$ cat config.mk
export PLATFORM = sky130hd
export DESIGN_NAME = ex_mem_reg
export DESIGN_NICKNAME = d
export VERILOG_FILES = /design/src/rtl/ex_mem_reg.sv
export SDC_FILE = /design/constraint.sdc
export NUM_CORES = 1
export LEC_CHECK = 0
export ABC_AREA = 1
export BUFFER_PORTS_ARGS = -buffer_cell sky130_fd_sc_hd__buf_2
export CORE_ASPECT_RATIO = 1.5
export CORE_MARGIN = 8
export CORE_UTILIZATION = 40
export CTS_CLUSTER_DIAMETER = 80
export DETAILED_ROUTE_END_ITERATION = 10
export GPL_TIMING_DRIVEN = 1
export MAX_ROUTING_LAYER = met4
export PLACE_DENSITY_LB_ADDON = 0.1
export SYNTH_ARGS = -nofsm -noshare
export SYNTH_HDL_FRONTEND = slang
export SYNTH_SLANG_ARGS = --single-unit
export TNS_END_PERCENT = 10
$ cat constraint.sdc
create_clock -name clk -period 4.5 [get_ports clk]
set_input_delay 0.9 -clock clk [delete_from_list [all_inputs] [get_ports clk]]
set_output_delay 0.9 -clock clk [all_outputs]
set_load 0.005 [all_outputs]
$ cat src/rtl/ex_mem_reg.sv
// EX/MEM pipeline register with branch resolution and an overflow-trap FSM (RUN/TRAP).
// Optional performance counters are compiled in when EX_MEM_PERF_CNT_EN is defined.
module ex_mem_reg #(
  parameter int DATA_W = 32
) (
  input  logic              clk,
  input  logic              rst,
  input  logic              in_valid,
  input  logic              stall,
  input  logic              flush,
  input  logic [DATA_W-1:0] alu_out,
  input  logic [DATA_W-1:0] rt_data,
  input  logic [DATA_W-1:0] pc,
  input  logic              alu_zero,
  input  logic              alu_ge_than_zero,
  input  logic              alu_overflow,
  input  logic [2:0]        branch_type,
  input  logic [DATA_W-1:0] branch_target,
  input  logic              trap_ovf,
  input  logic              reg_write,
  input  logic              mem_read,
  input  logic              mem_write,
  input  logic [4:0]        dest_reg,
  input  logic              exc_ack,
`ifdef EX_MEM_PERF_CNT_EN
  output logic [31:0]       perf_retired,
  output logic [31:0]       perf_br_taken,
`endif
  output logic              out_valid,
  output logic [DATA_W-1:0] out_alu_result,
  output logic [DATA_W-1:0] out_rt_data,
  output logic [4:0]        out_dest_reg,
  output logic              out_reg_write,
  output logic              out_mem_read,
  output logic              out_mem_write,
  output logic              branch_taken,
  output logic [DATA_W-1:0] branch_pc,
  output logic              exc_req,
  output logic [DATA_W-1:0] exc_epc
);

  typedef enum logic {RUN = 1'b0, TRAP = 1'b1} state_e;

  state_e              state_q, state_d;
  logic                valid_q, valid_d;
  logic [DATA_W-1:0]   res_q, res_d;
  logic [DATA_W-1:0]   store_q, store_d;
  logic [4:0]          dst_q, dst_d;
  logic                rw_q, rw_d;
  logic                mr_q, mr_d;
  logic                mw_q, mw_d;
  logic                bt_q, bt_d;
  logic [DATA_W-1:0]   bpc_q, bpc_d;
  logic                exc_q, exc_d;
  logic [DATA_W-1:0]   epc_q, epc_d;

  logic accept;
  logic trap_hit;
  logic br_hit;

  function automatic logic branch_cond(input logic [2:0] ty, input logic z, input logic ge);
    case (ty)
      3'd1:    return z;
      3'd2:    return !z;
      3'd3:    return ge;
      3'd4:    return !ge;
      3'd5:    return ge & !z;
      3'd6:    return !ge | z;
      default: return 1'b0;
    endcase
  endfunction

  assign br_hit   = branch_cond(branch_type, alu_zero, alu_ge_than_zero);
  assign accept   = (state_q == RUN) & in_valid & ~stall & ~flush;
  assign trap_hit = accept & alu_overflow & trap_ovf;

  always_comb begin
    state_d = state_q;
    valid_d = valid_q;
    res_d   = res_q;
    store_d = store_q;
    dst_d   = dst_q;
    rw_d    = rw_q;
    mr_d    = mr_q;
    mw_d    = mw_q;
    bt_d    = bt_q;
    bpc_d   = bpc_q;
    exc_d   = exc_q;
    epc_d   = epc_q;

    if (flush) begin
      valid_d = 1'b0;
      rw_d    = 1'b0;
      mr_d    = 1'b0;
      mw_d    = 1'b0;
      bt_d    = 1'b0;
    end else if (!stall && state_q == RUN) begin
      valid_d = 1'b0;
      rw_d    = 1'b0;
      mr_d    = 1'b0;
      mw_d    = 1'b0;
      bt_d    = 1'b0;
      if (trap_hit) begin
        // Overflowing instruction is squashed; only its PC survives.
        state_d = TRAP;
        exc_d   = 1'b1;
        epc_d   = pc;
      end else if (in_valid) begin
        valid_d = 1'b1;
        res_d   = alu_out;
        store_d = rt_data;
        dst_d   = dest_reg;
        rw_d    = reg_write;
        mr_d    = mem_read;
        mw_d    = mem_write;
        if (br_hit) begin
          bt_d  = 1'b1;
          bpc_d = branch_target;
        end
      end
    end

    // Flush cannot leave TRAP by itself, but it does not block an acknowledge either.
    if (state_q == TRAP && exc_ack && (flush || !stall)) begin
      state_d = RUN;
      exc_d   = 1'b0;
    end
  end

  always_ff @(posedge clk or posedge rst) begin
    if (rst) begin
      state_q <= RUN;
      valid_q <= 1'b0;
      res_q   <= '0;
      store_q <= '0;
      dst_q   <= '0;
      rw_q    <= 1'b0;
      mr_q    <= 1'b0;
      mw_q    <= 1'b0;
      bt_q    <= 1'b0;
      bpc_q   <= '0;
      exc_q   <= 1'b0;
      epc_q   <= '0;
    end else begin
      state_q <= state_d;
      valid_q <= valid_d;
      res_q   <= res_d;
      store_q <= store_d;
      dst_q   <= dst_d;
      rw_q    <= rw_d;
      mr_q    <= mr_d;
      mw_q    <= mw_d;
      bt_q    <= bt_d;
      bpc_q   <= bpc_d;
      exc_q   <= exc_d;
      epc_q   <= epc_d;
    end
  end

  assign out_valid      = valid_q;
  assign out_alu_result = res_q;
  assign out_rt_data    = store_q;
  assign out_dest_reg   = dst_q;
  assign out_reg_write  = valid_q & rw_q;
  assign out_mem_read   = valid_q & mr_q;
  assign out_mem_write  = valid_q & mw_q;
  assign branch_taken   = bt_q;
  assign branch_pc      = bpc_q;
  assign exc_req        = exc_q;
  assign exc_epc        = epc_q;

`ifdef EX_MEM_PERF_CNT_EN
  logic [31:0] perf_ret_q, perf_ret_d;
  logic [31:0] perf_brc_q, perf_brc_d;
  logic        retire;

  // Stall and flush both drop accept, so the counters hold under either.
  assign retire     = accept & ~trap_hit;
  assign perf_ret_d = perf_ret_q + 32'(retire);
  assign perf_brc_d = perf_brc_q + 32'(retire & br_hit);

  always_ff @(posedge clk or posedge rst) begin
    if (rst) begin
      perf_ret_q <= '0;
      perf_brc_q <= '0;
    end else begin
      perf_ret_q <= perf_ret_d;
      perf_brc_q <= perf_brc_d;
    end
  end

  assign perf_retired  = perf_ret_q;
  assign perf_br_taken = perf_brc_q;
`endif

endmodule

Yosys cells after proc, flatten, opt, wreduce, memory -nomap -nowiden --
Cells that the tools add are included.
Word-level totals: bits in registers 139, input bits 149, output and inout bits 139, word-level logic and storage cells 72
Operators by class: equality and inequality tests 7, muxes and demuxes 26, bitwise gates (word level) 14, reduce and logical (&&, ||, !) cells 14
Operators by type and width (count):
- 2-to-1 mux 1 bit | 25
- AND 1 bit | 9
- equality test 3 bit, second input constant | 3
- equality test 3 x 2 -> 1 bit, second input constant | 2
- case mux 1 bit (6 select lines) | 1
- AND reduction 3 bit | 2
- nonzero test 2 bit | 3
- AND reduction 5 bit | 1
- NOT 1 bit | 4
- AND reduction 4 bit | 1
- equality test 3 x 1 -> 1 bit, second input constant | 1
- logical AND 1 bit | 3
- zero test 1 bit | 3
- != test 2 x 1 -> 1 bit, second input constant | 1
- logical OR 1 bit | 1
- bitwise OR 1 bit | 1

Longest topological paths before layout --
depth after elaboration 10, depth in mapped cells 9, mapped depth without buffers 8

Worst setup path before layout --
OpenSTA, ideal clock, no wires.
kind input to register, start in in_valid, end reg bpc_q[0] (netlist: branch_pc[0]), library setup time 0.121 ns, arrival 1.756 ns, data required time 4.379 ns, path slack 2.623 ns, cell stages on the path 8, path buffers 1, path through inv_1 nor2_1 nand3_2 inv_2 nand2_4 buf_2 o21bai_1 nand2_1
On the way: longest elaborated chain between the ends 7
Ends and longest elaborated chain:
- start: declaration | RTL line 8 | input logic in_valid,
- AND 1 bit (3 in a row) | RTL line 74 | assign accept = (state_q == RUN) & in_valid & ~stall & ~flush;
- AND 1 bit (2 in a row) | RTL line 75 | assign trap_hit = accept & alu_overflow & trap_ovf;
- NOT 1 bit (no source line)
- AND reduction 5 bit (no source line) *
- end signal: assignment | RTL line 154 | bpc_q <= bpc_d;
- end: declaration | RTL line 53 | logic [DATA_W-1:0] bpc_q, bpc_d;
Every way passes the cells marked *; elsewhere a longest branch is shown, timed or not. A chain may end at the register's enable or synchronous reset.

Final worst setup path --
start in flush, end reg bpc_q[31] (netlist: branch_pc[31])
On the way: longest elaborated chain between the ends 6
Ends and longest elaborated chain:
- start: declaration | RTL line 10 | input logic flush,
- NOT 1 bit (no source line) *
- AND 1 bit | RTL line 74
- AND 1 bit (2 in a row) | RTL line 75
- NOT 1 bit (no source line)
- AND reduction 5 bit (no source line) *
Marked as above.

==> results.txt <==
- In this run the worst path has a maximum fanout of 34.
- Core region area: 13900 sq um
* Power Internal: 2.73 mW
- Data on the critical path is required at its endpoint by 4.84 ns.
- For this block, the routed nets add up to 17.0 mm of wire.
- Clock Sink Count: 139
- After layout, the minimum clock period comes to 2.25 ns.
- After detailed routing, the number of vias per cell comes to 4.49.
* Type of origin of the critical path: primary input
* Final setup violation count: 0
* Count of H-tree levels built during CTS: 4
- Root buffer cell: sky130_fd_sc_hd__clkbuf_16
* Post-Syn Area: 5620 sq um
- Final number of max-transition violations: 0
- Post-synthesis cell type count: 19
- Number of buffer cells added on primary ports: 287
- Horizontal extent of the die: 113 um
* Die ar.: 18200 sq um
* Proportion of layout cells with a drive suffix above 1: 35.2%
- Critical-path cell with the highest stage delay: sky130_fd_sc_hd__nor2_4
- The floorplan has 53 rows.
* Worst hold path type: register to register
- TritonCTS built the clock tree.
- The library cells used most frequently in the layout, excluding fill and tap cells, are 318 x sky130_fd_sc_hd__nand2_1, 287 x sky130_fd_sc_hd__buf_2, 139 x sky130_fd_sc_hd__dfrtp_1, 78 x sky130_fd_sc_hd__inv_1, 38 x sky130_fd_sc_hd__o21ai_0.
- Run status: finished clean
* Post_cts resized: 0
* Sequential group share of total power: 43.3%
- Initial DRC count: 258
- In this run the remaining antenna-violating nets after routing total 0.
* Clock latency on the worst-skew pair: 0.41 ns
- Number of global-route vias before repair: 5164
* Most prevalent standard cell on the critical path: sky130_fd_sc_hd__nand2_1
- By startpoint and endpoint, the worst setup path is classified as primary input to register.
* Routed len/inst: 15.4 um
- Power per Cell Area: 492 nW/um^2
- Max Fclk: 443 MHz
- The finished layout holds 1110 standard cells, fillers aside.
- First drt pass iteration count: 4
* Number of standard cells after synthesis: 650
- Cell count after placement: 1076
* Headroom to the max-slew limit: 28.0%
- Part of the total power dissipated in combinational logic: 20.0%
* Standard cell area after detailed placement: 7180 sq um
* Sequential share of the synthesized area: 61.8%
* List of cells traversed by the critical path: buf_2 -> nor2_1 -> nand3_2 -> inv_2 -> nand2_4 -> nor2_4 -> nand2_1 -> nand2_1
- After global routing the overflow that remains totals 0.
- For the pin with the worst max-slew slack, the measured transition is 1.08 ns.
* Hold-fix buffers at CTS: 0
- P_sw: 1.10 mW
- Starting utilization of the core area: 40.6%
- Max-capacitance violation count: 0
* Y dimension of the die: 161 um
- Summed over all cells, the static leakage comes to 4.64 nW.
- The net count of the finished layout is 1079.
* Post-detailed-placement half-perimeter wirelength: 12.8 mm
* Net count after synthesis: 799
- Fillers: 1315
- For the final routed database, the setup TNS stands at 0 ns.
- The number of hold violations in the final report was 0.
- Fraction of the core area covered by cells at the end of the flow: 56.2%
- The largest single stage delay on the critical path is 0.62 ns.
* TritonCTS buffer count: 17
- Number of I/O pins: 288
- Detailed-route DRC error count: 0
- The first global-routing pass estimated 27.0 mm of wire.
- The routed layout has 4989 vias.
- Average cell area after synthesis: 8.65 sq um
* Area growth from synthesis to final layout: 38.4%
- Final worst clock skew: 0.00759 ns
* Clk pwr share: 36.7%
- FF-to-FF setup slack: 2.45 ns
- Net switching is 28.6% of the power.
* Post-synthesis sequential element count: 139
- Max Root-Sink Buffers: 2
- RD Place Congestion: 0.817
* Maximum number of pins on one net before global-route repair: 73
- Once the clock tree was built, the setup fixing pass inserted 0 buffers.
- Post-route cell area: 7790 sq um
* Kind of capture point of the worst setup path: register
* Initial antenna violation count: 2
- The Yosys step of the flow raised 0 warnings.
* Commonest non-fill, non-tap cell in the layout: sky130_fd_sc_hd__nand2_1
- Global routing consumed, over all layers together, 19.5% of the routing resources.
- Clock-pin slew was measured on the worst setup and hold paths at 0.06 ns.
- Setup repair after global routing left no endpoint under its margin.
- Final Cycle Share: 50.1%
- Data arrives at the worst endpoint at 2.60 ns.
- The worst-case IR drop observed on VDD is 236 uV.
[synthesized netlist by cell type (all sizes together)]
cell / number / share of area [%]
clkbuf: 13 / 0.87
o21ai: 38 / 3.4
nand2: 320 / 22
nor2: 5 / 0.51
nand3: 4 / 0.44
o21bai: 32 / 4.3
dfrtp: 139 / 62
or2: 1 / 0.11
buf: 17 / 1.6
o22ai: 1 / 0.11
inv: 80 / 5.3
[logic make-up (layout without fill, tap and decap cells)]
kind of cell / count (synthesis) / in the layout / share of synthesized area, %
DFF: 139 / 139 / 61.8
AOI/OAI and AO/OA: 71 / 71 / 7.76
and+or+nand+nor: 330 / 330 / 22.6
buffers and inverters: 110 / 403 / 7.79
other: 0 / 2 / 0
[metal layers]
metal  part of all wire, %  global-route usage (%)  wire length [um]
met2                    51                    31.9              8640
met1                    40                    21.3              6740
met4                   1.4                    7.09               240
met3                   8.3                    6.99              1420
met5                     0                       -                 0
[cell type report]
cell class                 count  area, sq um  area share [%]
sequential                   139         3480            44.7
multi-input combinational    401         1710            22.0
timing repair buffer         291         1480            19.0
clock buffer                  18          439            5.64
inverter                      80          304            3.90
tap                          165          206            2.65
clock inverter                14          161            2.07
antenna                        2         5.00          0.0643
[power groups by stage]
stage / Clock [mW] / Sequential, mW / Combinational, mW
finish: 1.40 / 1.66 / 0.764
global route: 1.49 / 1.69 / 0.876
CTS: 1.45 / 1.66 / 0.786
detailed placement: 0 / 1.68 / 0.784
global placement: 0 / 1.67 / 0.766
floorplan: 0 / 1.69 / 0.308
[worst paths after layout]
check	startpoint	endpoint	cells past startpoint
max	flush	branch_pc[31]	8
min	out_alu_result[28]	out_alu_result[28]	2
max reg2reg	exc_req	branch_pc[31]	7
min reg2reg	out_alu_result[28]	out_alu_result[28]	2
max in group asynchronous	rst	branch_pc[31]	3
min in group asynchronous	rst	out_rt_data[19]	2
[metrics by stage]
| step | power (mW) | setup slack (ns) | hold WS [ns] |
|---|---|---|---|
| CTS | 3.89 | 2.24 | 0.477 |
| detailed placement | 2.46 | 1.80 | 0.459 |
| finish | 3.83 | 2.25 | 0.472 |
| global placement | 2.44 | 1.91 | 0.456 |
| global route | 4.06 | 1.99 | 0.492 |
| floorplan | 2.00 | 1.86 | 0.472 |
[critical path, delay by kind of cell]
kind / cells / cell delay (ns)
and+or+nand+nor: 6 / 1.44
buffers and inverters: 2 / 0.23
(Power assumes the default switching activity.)
